### src/rtl/writeback.sv
// Register-file writeback stage: buffers execute results in a small in-order
// FIFO, drains one per cycle into the GPR file with x86 partial-width merge,
// serves two combinational operand read ports and flags RAW hazards against
// results that are still buffered.
module writeback #(
    parameter  int BIT_WIDTH  = 32,
    parameter  int REG_COUNT  = 8,
    parameter  int FIFO_DEPTH = 2,
    localparam int IDX_W      = $clog2(REG_COUNT)
) (
    input  logic                 clk,
    input  logic                 rst_n,
    input  logic                 result_valid,
    output logic                 result_ready,
    input  logic [IDX_W-1:0]     register_index_result,
    input  logic [BIT_WIDTH-1:0] register_data_result,
    input  logic [1:0]           result_size,
    input  logic                 write_stall,
    input  logic [IDX_W-1:0]     register_index_operand_1,
    input  logic [IDX_W-1:0]     register_index_operand_2,
    output logic [BIT_WIDTH-1:0] register_data_operand_1,
    output logic [BIT_WIDTH-1:0] register_data_operand_2,
    output logic                 operand_hazard_1,
    output logic                 operand_hazard_2,
    output logic [31:0]          retired_count
);

    localparam int PTR_W = $clog2(FIFO_DEPTH);
    localparam int CNT_W = PTR_W + 1;

    // Which slice of the destination register a result overwrites.
    typedef enum logic [1:0] {
        SIZE_BYTE_LO = 2'd0,
        SIZE_BYTE_HI = 2'd1,
        SIZE_WORD    = 2'd2,
        SIZE_DWORD   = 2'd3
    } size_e;

    // Result buffer: payload slots plus per-slot valid bits for hazard lookup.
    logic [IDX_W-1:0]     fifo_idx_q  [FIFO_DEPTH];
    logic [BIT_WIDTH-1:0] fifo_data_q [FIFO_DEPTH];
    size_e                fifo_size_q [FIFO_DEPTH];
    logic [FIFO_DEPTH-1:0] fifo_valid_q;
    logic [PTR_W-1:0]     wr_ptr_q;
    logic [PTR_W-1:0]     rd_ptr_q;
    logic [CNT_W-1:0]     count_q;

    // Architectural register file and retirement counter.
    logic [BIT_WIDTH-1:0] regs_q [REG_COUNT];
    logic [31:0]          retired_count_q;

    logic                 push;
    logic                 pop;
    logic [IDX_W-1:0]     head_idx;
    logic [BIT_WIDTH-1:0] head_data;
    size_e                head_size;
    logic [BIT_WIDTH-1:0] merged_d;

    // Ready depends on occupancy only, so a full buffer refuses a push even
    // when the head drains in the same cycle.
    assign result_ready = (count_q < CNT_W'(FIFO_DEPTH));
    assign push         = result_valid && result_ready;
    assign pop          = (count_q != '0) && !write_stall;

    assign head_idx  = fifo_idx_q[rd_ptr_q];
    assign head_data = fifo_data_q[rd_ptr_q];
    assign head_size = fifo_size_q[rd_ptr_q];

    // Merge the head entry into the current contents of its destination.
    always_comb begin
        // NOTE: every always_comb output gets a default first, so no path
        // leaves it unassigned and no latch is inferred.
        merged_d = regs_q[head_idx];
        unique case (head_size)
            SIZE_BYTE_LO: merged_d[7:0]  = head_data[7:0];
            SIZE_BYTE_HI: merged_d[15:8] = head_data[7:0];
            SIZE_WORD:    merged_d[15:0] = head_data[15:0];
            default:      merged_d       = head_data;
        endcase
    end

    // Hazard lookup: any buffered entry (including the one draining now)
    // that targets the requested index.
    always_comb begin
        operand_hazard_1 = 1'b0;
        operand_hazard_2 = 1'b0;
        for (int i = 0; i < FIFO_DEPTH; i++) begin
            if (fifo_valid_q[i] && (fifo_idx_q[i] == register_index_operand_1))
                operand_hazard_1 = 1'b1;
            if (fifo_valid_q[i] && (fifo_idx_q[i] == register_index_operand_2))
                operand_hazard_2 = 1'b1;
        end
    end

    // Read ports come straight from the architectural array, no bypass.
    assign register_data_operand_1 = regs_q[register_index_operand_1];
    assign register_data_operand_2 = regs_q[register_index_operand_2];
    assign retired_count           = retired_count_q;

    // FIFO control: pointers, occupancy and slot valid bits.
    always_ff @(posedge clk or negedge rst_n) begin
        // NOTE: sequential state uses non-blocking assignments so every
        // register samples pre-edge values regardless of statement order.
        if (!rst_n) begin
            wr_ptr_q     <= '0;
            rd_ptr_q     <= '0;
            count_q      <= '0;
            fifo_valid_q <= '0;
        end else begin
            if (pop) begin
                rd_ptr_q               <= rd_ptr_q + PTR_W'(1);
                fifo_valid_q[rd_ptr_q] <= 1'b0;
            end
            if (push) begin
                wr_ptr_q               <= wr_ptr_q + PTR_W'(1);
                fifo_valid_q[wr_ptr_q] <= 1'b1;
            end
            if (push && !pop)
                count_q <= count_q + CNT_W'(1);
            else if (pop && !push)
                count_q <= count_q - CNT_W'(1);
        end
    end

    // FIFO payload capture on an accepted handshake.
    always_ff @(posedge clk) begin
        // NOTE: payload slots are not reset; the reset valid bits and count
        // guarantee a stale slot is never drained or matched.
        if (push) begin
            fifo_idx_q[wr_ptr_q]  <= register_index_result;
            fifo_data_q[wr_ptr_q] <= register_data_result;
            fifo_size_q[wr_ptr_q] <= size_e'(result_size);
        end
    end

    // Register file: cleared on reset, head entry merged in on each drain.
    always_ff @(posedge clk or negedge rst_n) begin
        if (!rst_n) begin
            for (int r = 0; r < REG_COUNT; r++) regs_q[r] <= '0;
        end else if (pop) begin
            regs_q[head_idx] <= merged_d;
        end
    end

    // Retirement counter, one per drain, wraps naturally.
    always_ff @(posedge clk or negedge rst_n) begin
        if (!rst_n)
            retired_count_q <= '0;
        else if (pop)
            retired_count_q <= retired_count_q + 32'd1;
    end

endmodule

### config.mk
export PLATFORM = sky130hd
export DESIGN_NAME = writeback
export DESIGN_NICKNAME = d
export VERILOG_FILES = /design/src/rtl/writeback.sv
export SDC_FILE = /design/constraint.sdc
export NUM_CORES = 1
export LEC_CHECK = 0
export CAP_MARGIN = 15
export CORE_MARGIN = 2
export CORE_UTILIZATION = 30
export CTS_BUF_LIST = sky130_fd_sc_hd__clkbuf_8
export DETAILED_ROUTE_END_ITERATION = 7
export DONT_BUFFER_PORTS = 1
export GPL_TIMING_DRIVEN = 0
export SYNTH_ARGS = -nofsm -noshare
export SYNTH_HDL_FRONTEND = slang
export SYNTH_SLANG_ARGS = --single-unit
export TNS_END_PERCENT = 5
### constraint.sdc
create_clock -name clk -period 3.1 [get_ports clk]
set_clock_uncertainty 0.05 [all_clocks]
set_input_delay 0.62 -clock clk [delete_from_list [all_inputs] [get_ports clk]]
set_output_delay 0.62 -clock clk [all_outputs]
set_load 0.05 [all_outputs]
==> flow_summary.toml, run 1 <==
[power]
intPower_mw = 13.6
fin_total_pwr_mw = 25.1
swShare_pct = 45.9
pwr-share-clk_pct = 19.4
p_leak_nw = 8.75
peakVddDrop_mv = 0.329
powerDensity_nw_per_um2 = 1130
pwr-share-comb_pct = 44.5
power_frac_seq_pct = 36.1
switching_power_mw = 11.5

[sta]
fmax_mhz = 314
fin_ws_ns = -0.0808
setup_viol = 32
final-hold-violation-count = 294
grt_setup_unrepaired = "yes"
maxSlewViolCount = 0
relSlewSlack_pct = 24.2
whs_ns = -0.350
fin_crit_ns = 3.18
fin_crit_sh_pct = 103
worst_pin_slew_ns = 1.14

[floorplan]
coreArea_um2 = 63300
dieHeight_um = 257
dieArea_um2 = 66300
die_w_um = 257
io-pin-count = 146
initial_core_util_pct = 30.4
rows = 92

[global_routing]
track_usage_pct = 20.8
met2_usage_pct = 31.1
grt_pass1_vias = 15500
grt_pass1_wl_um = 103000
antenna_found_initial = 1
grt-ovfl-total = 0
busiest_layer = "met2"
gr-usage-met3_pct = 7.61
grtUsageMet1_pct = 27.0
grt_max_degree = 295

[route]
via_count = 15600
totalWireLength_um = 69900
drtIter0Drc = 2396
avgRoutedWirePerCell_um = 26.2
ant_nets = 0
drt-pass1-iter-count = 6
drc = 0
vias_per_cell = 5.87

[clock_network]
clk_path_buf_depth = 3
root_buffer = "clkbuf_8"
postCtsSetupRepairBufs = 0
cts_hold_buffers = 37
clk_pin_slew_ns = 0.06
tritoncts = "done"
cts-htree-levels = 3
clkSinkCount = 368
cts_buffers = 70
clk_latency_ns = 0.68

[layout]
final_util_pct = 35.2
fin_area_um2 = 22300
nets = 1811
final_common_cell = "dfrtp_1"
num-fill-cells = 6251
drive_above_1_share_pct = 23.1
area_growth_pct = 15.5
multi_input_area_um2 = 9110
layout_common_cells = "dfrtp_1 (294), a21oi_1 (195), nor2_1 (171)"
seq_area_um2 = 9580

[critical_path]
crit_arrival_ns = 3.64
end_kind = "register"
ff2ff_path_depth = 7
startpoint_type = "register"
worstPathRequired_ns = 3.56
critPathKind = "register to register"
worstPathMaxFanout = 10

[run_status]
outcome = "finished with violations"
violations = "negative hold slack, negative setup slack"

[yosys]
syn_area_per_cell_um2 = 11.7
async_flop_share_pct = 79.9
syn-num-nets = 1700
yosysSeqAreaShare_pct = 49.7
syn_area_um2 = 19300
synth-seq-cells = 368
synthFlopType = "dfrtp_1"
ys_types = 59
synth_edf_count = 74
ys.warnings.count = 0
synthCells = 1651

[hold_path]
hp-class = "primary input to async pin"

[place]
gp_congestion = 0.883
hpwl_um = 46800
io_buffers = 0
dp_slack_ns = -0.389
placed_cell_area_um2 = 20400

[job]
drv_cap = 0
-- cell usage after synthesis, drive strengths merged (56+ instances only) --
cell type,instances,area (um2)
mux4,128,2880
clkbuf,61,229
nand2,137,519
o21ai,101,513
mux2,65,732
buf,68,355
a21oi,195,976
edfxtp,74,2220
nor2,174,658
o22ai,56,350
dfrtp,294,7360
a22oi,70,526
-- power groups by stage --
stage,sequential [mW],clock [mW],combinational (mW)
after floorplan,8.35,0,8.50
after global routing,9.28,5.17,11.8
after detailed placement,9.03,0,11.0
after CTS,8.96,4.94,11.0
final,9.06,4.87,11.1
after global placement,8.88,0,10.7
-- worst paths after layout --
kind	startpoint	endpoint	slack [ns]
worst max-delay path	rd_ptr_q	regs_q[58]	-0.08
worst min-delay path	rst_n	retired_count[4]	-0.35
worst min register to register	count_q[0]	count_q[0]	0.47
min in group clk	result_valid	fifo_valid_q[0]	0.24
max in group asynchronous	rst_n	regs_q[59]	2.89
worst max register to register	rd_ptr_q	regs_q[58]	-0.08
-- critical path, stage by stage, from the launching register on --
cell and delay (ns):
dfrtp_1 0.44, buf_4 0.23, mux2i_1 0.67, nand2_1 0.22, nor2_1 0.23, clkbuf_1 0.60, buf_2 0.46, a21oi_1 0.13
-- per-stage QoR --
stage | TNS (ns) | instances
2_1_floorplan | 0 | 1651
3_3_place_gp | -45.82 | 2497
3_5_place_dp | -16.68 | 2499
4_1_cts | -0.00124 | 2662
5_1_grt | -2.39 | 2663
6_report | -1.50 | 2663
-- final cells by class --
class | instances | area share [%]
clock inverters | 40 | 1.00
well taps | 846 | 4.76
clock buffers | 86 | 5.32
plain buffers | 129 | 2.91
multi-input cells | 1148 | 40.9
inverters | 6 | 0.118
repair buffers | 39 | 1.91
diodes | 1 | 0.0112
flip-flops and latches | 368 | 43.0
-- kinds of logic (layout without fill, tap and decap cells) --
| family | count (synthesis) | count (layout) | share of synthesized area (%) |
|---|---|---|---|
| AO/OA/AOI/OAI | 481 | 481 | 15.3 |
| XOR/XNOR | 48 | 48 | 2.18 |
| adder cells (fa/ha/maj) | 2 | 2 | 0.130 |
| buffers and inverters | 135 | 300 | 3.15 |
| flip-flops | 368 | 368 | 49.7 |
| multiplexers | 221 | 221 | 20.2 |
| other | 0 | 1 | 0 |
| AND/OR/NAND/NOR | 396 | 396 | 9.35 |
-- state kept, by name, indices dropped and copies added, names as in the netlist --
signal	flops
count_q	2
regs_q	256
fifo_idx_q	6
fifo_data_q	64
rd_ptr_q	1
retired_count	32
wr_ptr_q	1
fifo_valid_q	2
fifo_size_q	4
-- timing repair --
action                                  4_1_cts  5_1_grt
endpoints found under the hold margin       368      294
gates resized for setup                      18       28
endpoints found under the setup margin       66      145
-- layer usage --
metal | wire length, um | share of wire [%] | vias to the layer above
met5 | 0 | 0 | -
met3 | 8740 | 13 | 219
met2 | 31100 | 45 | 1033
met4 | 3180 | 4.6 | 0
met1 | 26800 | 38 | 7866
li1 | - | - | 6523
Note: power is estimated with default switching activity, not from simulation.
==> run 2: changes to the inputs <==
Settings changed: CORE_MARGIN 2 to unset, PLACE_DENSITY set to 0.45.
==> run 2 against run 1 <==
The run still ends with negative hold slack, negative setup slack left. Cell count did not move. Clock-buffer cell count decreased by 4. Via count is 1.7% lower. Global-route usage rose by 1.7 points. Sequential power hardly changed. Final area is 0.11% higher. Total power increased by 0.72%. Routed wire length is 6.7% higher. Critical path type unchanged.
==> flow_summary.toml, run 2 (synthesis gave the netlist of run 1 again) <==
[run_status]
outcome = "finished with violations"
violations = "negative hold slack, negative setup slack"

[power]
p_leak_nw = 8.77
powerDensity_nw_per_um2 = 1130
peakVddDrop_mv = 0.391

[layout]
largest_register = "regs_q"
nets = 1813
multi_input_area_um2 = 9130
fin_area_um2 = 22300
layoutNonFillerInstCount = 2663
largest_reg_flops = 256
final_util_pct = 35.2
area_growth_pct = 15.6
num-fill-cells = 6326
drive_above_1_share_pct = 23.0
seq_area_um2 = 9580
layout_common_cells = "dfrtp_1 (294), a21oi_1 (195), nor2_1 (171)"
final_common_cell = "dfrtp_1"

[critical_path]
worst-path-buf-inv = 4
end_kind = "register"
cp_cell_sequence = "nor2b_1, a32o_1, buf_2, buf_2, buf_2, nand2_1, buf_1, nand2_1, o21ai_1"
slowest_stage = "edfxtp_1"
worstPathRequired_ns = 3.55
worstPathMaxFanout = 10
slowest_delay_ns = 0.49
startpoint_type = "register"
critPathKind = "register to register"
crit_arrival_ns = 3.57
cp_top_family = "buffers and inverters"
crit_top_cell = "buf_2"

[route]
avgRoutedWirePerCell_um = 28.0
drt-pass1-iter-count = 5
via_count = 15400
drtIter0Drc = 1692
vias_per_cell = 5.77
drc = 0
ant_nets = 0
totalWireLength_um = 74500

[clock_network]
tritoncts = "done"
postCtsSetupRepairBufs = 0
cts_hold_buffers = 37
cts-htree-levels = 3
clk_path_buf_depth = 3
root_buffer = "clkbuf_8"
clkSinkCount = 368
clk_pin_slew_ns = 0.06
clk_latency_ns = 0.68
cts_buffers = 72

[place]
io_buffers = 0
gp_congestion = 0.876
placed_cell_area_um2 = 20400
hpwl_um = 48800
placedCellCount = 2499

[global_routing]
grt_pass1_wl_um = 108000
grt-ovfl-total = 0
grt_max_degree = 295
track_usage_pct = 22.5
antenna_found_initial = 1
grt_pass1_vias = 15300

[floorplan]
rows = 92
dieArea_um2 = 65300
initial_core_util_pct = 30.4
coreArea_um2 = 63300
dieHeight_um = 255
io-pin-count = 146
die_w_um = 255

[sta]
fin_crit_sh_pct = 100
fin_crit_ns = 3.11
maxSlewViolCount = 0
setup_viol = 3
worst_pin_slew_ns = 1.12
final-hold-violation-count = 294
whs_ns = -0.396
grt_setup_unrepaired = "yes"
fin_ws_ns = -0.0124
fmax_mhz = 321
relSlewSlack_pct = 25.5

[job]
drv_cap = 0

[hold_path]
hp-class = "primary input to async pin"
==> run 2: worst reg2reg max path: stages, from the launching register on <==
cell and delay (ns):
edfxtp_1 0.49, nor2b_1 0.23, a32o_1 0.16, buf_2 0.25, buf_2 0.38, buf_2 0.38, nand2_1 0.26, buf_1 0.48
nand2_1 0.19, o21ai_1 0.08
==> run 2: per-stage QoR <==
step	TNS (ns)	power [mW]	setup WS, ns	hold slack (ns)
3_5_place_dp	-24.12	20.1	-0.419	0.292
6_report	-0.0257	25.3	-0.0124	-0.396
2_1_floorplan	0	16.8	0.171	0.274
5_1_grt	-1.22	26.6	-0.0872	-0.426
3_3_place_gp	-58.67	19.9	-1.01	0.292
4_1_cts	0	25.2	0.0244	-0.452
==> run 2: area by class of cell <==
class	count	share of cell area (%)
diodes	1	0.0112
plain buffers	129	2.98
clock buffers	82	5.07
clock inverters	44	1.26
inverters	6	0.101
multi-input cells	1148	41.0
flip-flops and latches	368	43.0
well taps	846	4.75
repair buffers	39	1.88
==> run 2: layer usage <==
layer	vias to the layer above	GRT usage, %	wire length, um	share of wire, %
met4	0	9.60	2600	3.5
met1	7821	29.8	30700	41
met3	176	6.67	7450	10
li1	6511	-	-	-
met5	-	0	0	0
met2	870	34.3	33800	45
==> run 2: worst paths after layout <==
check / startpoint / endpoint / slack (ns) / depth (start not counted)
max: fifo_idx_q[0][1] / regs_q[10] / -0.01 / 9
min: rst_n / regs_q[3] / -0.40 / 0
max reg2reg: fifo_idx_q[0][1] / regs_q[10] / -0.01 / 9
min reg2reg: count_q[0] / count_q[0] / 0.47 / 1
max in group asynchronous: rst_n / regs_q[87] / 2.82 / 0
min in group clk: result_valid / fifo_valid_q[0] / 0.17 / 2
==> run 2: timing repair <==
action / 4_1_cts / 5_1_grt
gates cloned: 0 / 0
endpoints found under the setup margin: 101 / 86
resized for setup: 36 / 12
endpoints found under the hold margin: 368 / 294
==> run 2: where the power goes <==
part	switching, mW	internal, mW	total, mW
Combinational	7.19	4.08	11.3
Sequential	2.13	6.90	9.03
Clock	2.30	2.67	4.97
Total	11.6	13.6	25.3
